**src/rtl/vectored_int_ctrl_if.sv**
```systemverilog
// ---------------------------------------------------------------------------
// vectored_int_ctrl_if
// Groups the interrupt sources, the register bus and the processor
// request/acknowledge handshake of the vectored interrupt controller.
//   irq[3:0]        : external interrupt sources (edge-sensitive)
//   we/addr/wdata   : register write strobe, register select, write data
//   rdata           : register read data (combinational from addr)
//   int_req         : interrupt request to the processor
//   int_vector      : handler address for the current request
//   int_id          : index of the source requested / in service
//   int_ack         : processor took the interrupt (one-cycle pulse)
//   int_done        : processor executed eret (one-cycle pulse)
// master = processor/system side, slave = controller side.
// ---------------------------------------------------------------------------
interface vectored_int_ctrl_if;
    logic [3:0]  irq;
    logic        we;
    logic [1:0]  addr;
    logic [31:0] wdata;
    logic [31:0] rdata;
    logic        int_req;
    logic [31:0] int_vector;
    logic [1:0]  int_id;
    logic        int_ack;
    logic        int_done;

    modport master (
        output irq, we, addr, wdata, int_ack, int_done,
        input  rdata, int_req, int_vector, int_id
    );

    modport slave (
        input  irq, we, addr, wdata, int_ack, int_done,
        output rdata, int_req, int_vector, int_id
    );
endinterface

```
**src/rtl/vectored_int_ctrl.sv**
```systemverilog
// ---------------------------------------------------------------------------
// vectored_int_ctrl
// Four-source vectored interrupt controller. Rising edges on irq latch into
// PENDING; the lowest-indexed pending and enabled source is presented to the
// processor as int_req with a handler address VBASE + 16*id. No nesting: a
// new request is only raised from IDLE, after the previous one is done.
// Ports:
//   clk   : clock, all state updates on the rising edge
//   reset : asynchronous, active-high reset
//   bus   : slave side of vectored_int_ctrl_if (sources, register bus,
//           processor handshake)
// Register map (addr):
//   0 ENABLE[3:0]  R/W
//   1 PENDING[3:0] read, write-1-to-clear
//   2 VBASE[31:0]  R/W, bits [5:0] read as 0
//   3 STATUS       {28'b0, state[1:0], in_service, int_req}, read-only
// ---------------------------------------------------------------------------
module vectored_int_ctrl (
    input  logic                 clk,
    input  logic                 reset,
    vectored_int_ctrl_if.slave   bus
);
    typedef enum logic [1:0] {
        ST_IDLE    = 2'd0,
        ST_REQ     = 2'd1,
        ST_SERVICE = 2'd2
    } state_t;

    state_t      r_state;
    logic [3:0]  r_irq_q;
    logic [3:0]  r_enable;
    logic [3:0]  r_pending;
    logic [31:0] r_vbase;
    logic        r_int_req;
    logic [31:0] r_int_vector;
    logic [1:0]  r_int_id;
    logic        r_in_service;

    logic [3:0]  w_edge;
    logic [3:0]  w_w1c;
    logic [3:0]  w_ack_clr;
    logic [3:0]  w_pending_next;
    logic [3:0]  w_arb;
    logic [1:0]  w_sel_id;
    logic        w_wr_enable;
    logic        w_wr_vbase;
    logic [31:0] w_rdata;

    assign w_edge      = bus.irq & ~r_irq_q;
    assign w_wr_enable = bus.we && (bus.addr == 2'd0);
    assign w_wr_vbase  = bus.we && (bus.addr == 2'd2);
    assign w_w1c       = (bus.we && (bus.addr == 2'd1)) ? bus.wdata[3:0] : 4'b0000;
    assign w_ack_clr   = ((r_state == ST_REQ) && bus.int_ack) ? (4'b0001 << r_int_id) : 4'b0000;
    assign w_arb       = r_pending & r_enable;

    // A fresh edge wins over any clear of the same bit in the same cycle.
    genvar gi;
    generate
        for (gi = 0; gi < 4; gi++) begin : g_pend
            assign w_pending_next[gi] = w_edge[gi] |
                                        (r_pending[gi] & ~w_w1c[gi] & ~w_ack_clr[gi]);
        end
    endgenerate

    // Fixed priority: lowest index wins (scan downwards, last hit sticks).
    always_comb begin
        w_sel_id = 2'd0;
        for (int i = 3; i >= 0; i--) begin
            if (w_arb[i]) begin
                w_sel_id = 2'(i);
            end
        end
    end

    always_comb begin
        w_rdata = 32'h0;
        case (bus.addr)
            2'd0:    w_rdata = {28'h0, r_enable};
            2'd1:    w_rdata = {28'h0, r_pending};
            2'd2:    w_rdata = r_vbase;
            default: w_rdata = {28'h0, r_state, r_in_service, r_int_req};
        endcase
    end

    always_ff @(posedge clk or posedge reset) begin
        if (reset) begin
            r_state      <= ST_IDLE;
            r_irq_q      <= 4'b0000;
            r_enable     <= 4'b0000;
            r_pending    <= 4'b0000;
            r_vbase      <= 32'h0000_0100;
            r_int_req    <= 1'b0;
            r_int_vector <= 32'h0;
            r_int_id     <= 2'd0;
            r_in_service <= 1'b0;
        end else begin
            r_irq_q   <= bus.irq;
            r_pending <= w_pending_next;
            if (w_wr_enable) begin
                r_enable <= bus.wdata[3:0];
            end
            if (w_wr_vbase) begin
                r_vbase <= {bus.wdata[31:6], 6'b000000};
            end

            case (r_state)
                ST_IDLE: begin
                    if (|w_arb) begin
                        r_state      <= ST_REQ;
                        r_int_req    <= 1'b1;
                        r_int_id     <= w_sel_id;
                        // 32-bit add, wraps silently.
                        r_int_vector <= r_vbase + {26'h0, w_sel_id, 4'b0000};
                    end
                end
                ST_REQ: begin
                    // id/vector are frozen here; only ack or a software
                    // clear of the requested bit moves us on.
                    if (bus.int_ack) begin
                        r_state      <= ST_SERVICE;
                        r_int_req    <= 1'b0;
                        r_in_service <= 1'b1;
                    end else if (!w_pending_next[r_int_id]) begin
                        r_state   <= ST_IDLE;
                        r_int_req <= 1'b0;
                    end
                end
                ST_SERVICE: begin
                    if (bus.int_done) begin
                        r_state      <= ST_IDLE;
                        r_in_service <= 1'b0;
                    end
                end
                default: begin
                    r_state      <= ST_IDLE;
                    r_int_req    <= 1'b0;
                    r_in_service <= 1'b0;
                end
            endcase
        end
    end

    assign bus.rdata      = w_rdata;
    assign bus.int_req    = r_int_req;
    assign bus.int_vector = r_int_vector;
    assign bus.int_id     = r_int_id;
endmodule

```
**src/flat_wrapper.sv**
```systemverilog
// flat-port wrapper written by rule: the top's interface ports become plain ports
module vectored_int_ctrl_flat 
  (clk, reset, bus_irq, bus_we, bus_addr, bus_wdata, bus_int_ack, bus_int_done, bus_rdata, bus_int_req, bus_int_vector, bus_int_id);
  vectored_int_ctrl_if bus_i ();
  input  logic clk;
  input  logic reset;
  input wire logic [$bits(bus_i.irq)-1:0] bus_irq;
  input wire logic [$bits(bus_i.we)-1:0] bus_we;
  input wire logic [$bits(bus_i.addr)-1:0] bus_addr;
  input wire logic [$bits(bus_i.wdata)-1:0] bus_wdata;
  input wire logic [$bits(bus_i.int_ack)-1:0] bus_int_ack;
  input wire logic [$bits(bus_i.int_done)-1:0] bus_int_done;
  output wire logic [$bits(bus_i.rdata)-1:0] bus_rdata;
  output wire logic [$bits(bus_i.int_req)-1:0] bus_int_req;
  output wire logic [$bits(bus_i.int_vector)-1:0] bus_int_vector;
  output wire logic [$bits(bus_i.int_id)-1:0] bus_int_id;
  assign bus_i.irq = bus_irq;
  assign bus_i.we = bus_we;
  assign bus_i.addr = bus_addr;
  assign bus_i.wdata = bus_wdata;
  assign bus_i.int_ack = bus_int_ack;
  assign bus_i.int_done = bus_int_done;
  assign bus_rdata = bus_i.rdata;
  assign bus_int_req = bus_i.int_req;
  assign bus_int_vector = bus_i.int_vector;
  assign bus_int_id = bus_i.int_id;
  vectored_int_ctrl u_core (.clk(clk), .reset(reset), .bus(bus_i));
endmodule
```
**config.mk**
```make
export PLATFORM = sky130hd
export DESIGN_NAME = vectored_int_ctrl_flat
export DESIGN_NICKNAME = d
export VERILOG_FILES = /design/src/rtl/vectored_int_ctrl_if.sv /design/src/rtl/vectored_int_ctrl.sv /design/src/flat_wrapper.sv
export SDC_FILE = /design/constraint.sdc
export NUM_CORES = 1
export LEC_CHECK = 0
export CORE_UTILIZATION = 45
export DETAILED_ROUTE_END_ITERATION = 8
export DONT_BUFFER_PORTS = 1
export GPL_ROUTABILITY_DRIVEN = 1
export PLACE_DENSITY = 0.69
export SKIP_CTS_REPAIR_TIMING = 1
export SYNTH_ARGS = -nofsm -noshare
export SYNTH_HDL_FRONTEND = slang
export SYNTH_SLANG_ARGS = --single-unit
```
**constraint.sdc**
```tcl
create_clock -name clk -period 3.05 [get_ports clk]
set_input_delay 0.61 -clock clk [delete_from_list [all_inputs] [get_ports clk]]
set_output_delay 0.61 -clock clk [all_outputs]
set_load 0.02 [all_outputs]
```
==> impl_metrics.py <==
metrics = {
    "outcome": {
        "status": "complete, no violations",
    },
    "layout": {
        "areaGrowthSynthToFinish_pct": 6.46,
        "layout-drive-gt1-share_pct": 35.9,
        "seq_area_um2": 1750,
        "antenna_cells": 0,
        "fill_cells": 616,
        "nets": 275,
        "multi_input_area_um2": 1250,
    },
    "logic_synthesis": {
        "yosysSeqAreaShare_pct": 55.6,
        "ys_warn_count": 0,
        "synth_common_cells": "dfrtp_1 (69), mux2_2 (53), and2_1 (26), buf_4 (10), mux2_4 (8)",
        "synth_largest_area_cell": "dfrtp_1",
        "syn_area_per_cell_um2": 13.5,
        "synth.distinct_cells": 35,
        "synth-seq-cells": 70,
        "yosysTopAreaCellShare_pct": 54.7,
        "async_flop_share_pct": 100,
        "synth_area_leaders": "dfrtp_1 (55%), mux2_2 (19%), and2_1 (5.2%), mux2_4 (3.8%), buf_4 (2.4%)",
        "syn_area_um2": 3160,
        "post-synth-top-count-cell": "dfrtp_1",
        "synth-edff-count": 0,
        "synthCells": 234,
        "ys.flop_type": "dfrtp_1",
    },
    "critical_path": {
        "reg2reg_slack_ps": 1260,
        "r2r-end": "u_core.bus.int_vector[12]",
        "slowest_delay_ps": 480,
        "crit_fanout": 3,
        "worstPathRequired_ps": 2440,
        "worstRegToRegCells": 3,
        "critPathSlowestCell": "dfrtp_1",
        "critical_path_class": "reg -> out",
        "critical_path_arrival_ps": 1390,
        "r2r-start": "u_core.r_state[0]",
        "end_kind": "output port",
        "start_kind": "flop",
        "cp_cell_sequence": "mux2_2 > a22o_1",
    },
    "detailed_routing": {
        "ant_nets": 0,
        "remaining_drc_errors": 0,
        "firstDrtPassIters": 4,
        "via_count": 1774,
        "post_drt_wl_per_cell_um": 17.9,
        "wl_um": 5960,
        "avgViaCountPerCell": 5.33,
        "drtIter0Drc": 97,
    },
    "timing": {
        "timing.fmax_mhz": 500,
        "timing.setup.tns_ps": 0,
        "setup_viol": 0,
        "hold_viol_final": 0,
        "tightest_slew_ps": 658,
        "fin_crit_sh_pct": 65.6,
        "slew_viol_final": 0,
        "period_needed_ps": 2000,
        "clock_skew_ps": 10.4,
        "worst_slack_ps": 1050,
        "rsz0062_at_grt": "false",
        "slew_headroom_pct": 56.1,
    },
    "floorplan": {
        "die_area_um2": 7350,
        "core_area_um2": 6790,
        "num_rows": 30,
        "start_util_pct": 46.4,
        "ios": 110,
        "dieHeight_um": 85.7,
        "die_x_um": 85.7,
    },
    "clock_network": {
        "clk_path_buf_depth": 2,
        "cts.sinks": 70,
        "cts_root_buffer": "clkbuf_8",
        "cts.reportedPaths.clkPinSlew_ps": 70,
        "worstSkewPairLatency_ps": 340,
        "cts-htree-levels": 3,
        "cts_tree": "done",
        "cts_made_buffers": 9,
    },
    "power": {
        "leakage_uw": 0.00145,
        "ir_drop_mv": 0.555,
        "cellPowerDensity_nw_per_um2": 1030,
    },
    "hold_path": {
        "min_path_type": "in -> async",
    },
    "grt": {
        "grt_pass1_vias": 1809,
        "grt_antenna_before_repair": 0,
        "grt_overflow": 0,
        "grt_pass1_wl_um": 9320,
        "grt_usage_pct": 17.0,
        "grt_max_degree": 41,
    },
    "place": {
        "place_congestion": 0.848,
        "hpwl_um": 4040,
        "place_ws_ps": 1110,
        "io_buffers": 0,
    },
    "run": {
        "max-cap-violations": 0,
    },
}
[cells by family (layout without fill, tap and decap cells)]
kind of cell           Yosys count  after routing  share of synthesized area, %
buffers and inverters           22             20                          5.39
and+or+nand+nor                 58             58                          11.5
DFF                             70             70                          55.6
other                            1              6                         0.119
muxes                           61             61                          22.7
AOI/OAI and AO/OA               22             22                          4.68
[placed cells by master, fill, tap and decap left out, drive strengths merged, types with 2 or more instances in the layout]
cell    Yosys  layout
a21oi       3       3
a22o        4       4
a22oi       2       2
and2       27      27
buf        18       2
clkbuf      2       9
clkinv      0       4
conb        1       6
dfrtp      69      69
inv         2       3
mux2       61      61
nand2       8       8
nand2b      6       6
nand4       2       2
nor2        2       2
nor2b       5       5
nor3        2       2
nor3b       3       3
o21ai       7       7
o21bai      2       2
[worst max-delay path: cells and delay by family (launching register included)]
family,cells,cell delay (ps)
multiplexers,1,310
AO/OA/AOI/OAI,1,260
flip-flops,1,480
[layout make-up]
cell class                      instances  area share, %
Sequential cell                        70           52.2
Multi-Input combinational cell        147           37.3
Clock buffer                            9           3.69
Tap cell                               96           3.58
Clock inverter                          7           2.20
Timing Repair Buffer                    2          0.819
Inverter                                2          0.223
[sequential cells by signal, summed over array words and instances, names as in the netlist]
signal,cells
u_core.r_pending,4
u_core.r_irq_q,4
u_core.r_enable,4
u_core.r_vbase,26
u_core.bus.int_vector,27
u_core.bus.int_id,1
u_core.r_state,2
u_core.bus.int_req,1
u_core.r_in_service,1
[power by group]
group	internal, uW	total (uW)	switching [uW]
Combinational	535	928	392
Clock	380	735	355
Sequential	1250	1790	541
Total	2170	3450	1290
[worst max-delay path by stage]
stage / cells past startpoint / startpoint / to
after floorplan: 1 / reset / u_core.bus.int_id[0]
after global placement: 3 / bus_addr[1] / bus_rdata[13]
after detailed placement: 3 / bus_addr[1] / bus_rdata[13]
after CTS: 2 / u_core.bus.int_req / bus_rdata[0]
after global routing: 2 / u_core.bus.int_req / bus_rdata[0]
final: 2 / u_core.bus.int_req / bus_rdata[0]
[metrics by stage]
step                      utilization, %  cells  hold WS [ps]  instance area (um2)  power, uW
after floorplan                        -    239           488                 3170       2680
after global placement              46.5    317           498                 3160       2720
after detailed placement            46.5    317           506                 3160       2750
after CTS                           49.4    333           255                 3360       3500
after global routing                49.4    333           267                 3360       3650
final                               49.4    333           239                 3360       3450
[routing by layer]
metal,vias up,share of wire [%],GRT usage [%]
li1,795,-,-
met4,0,1.3,6.82
met2,65,48,26.7
met3,7,7.4,7.60
met1,907,43,20.5
met5,-,0,0
(Power assumes the default switching activity.)
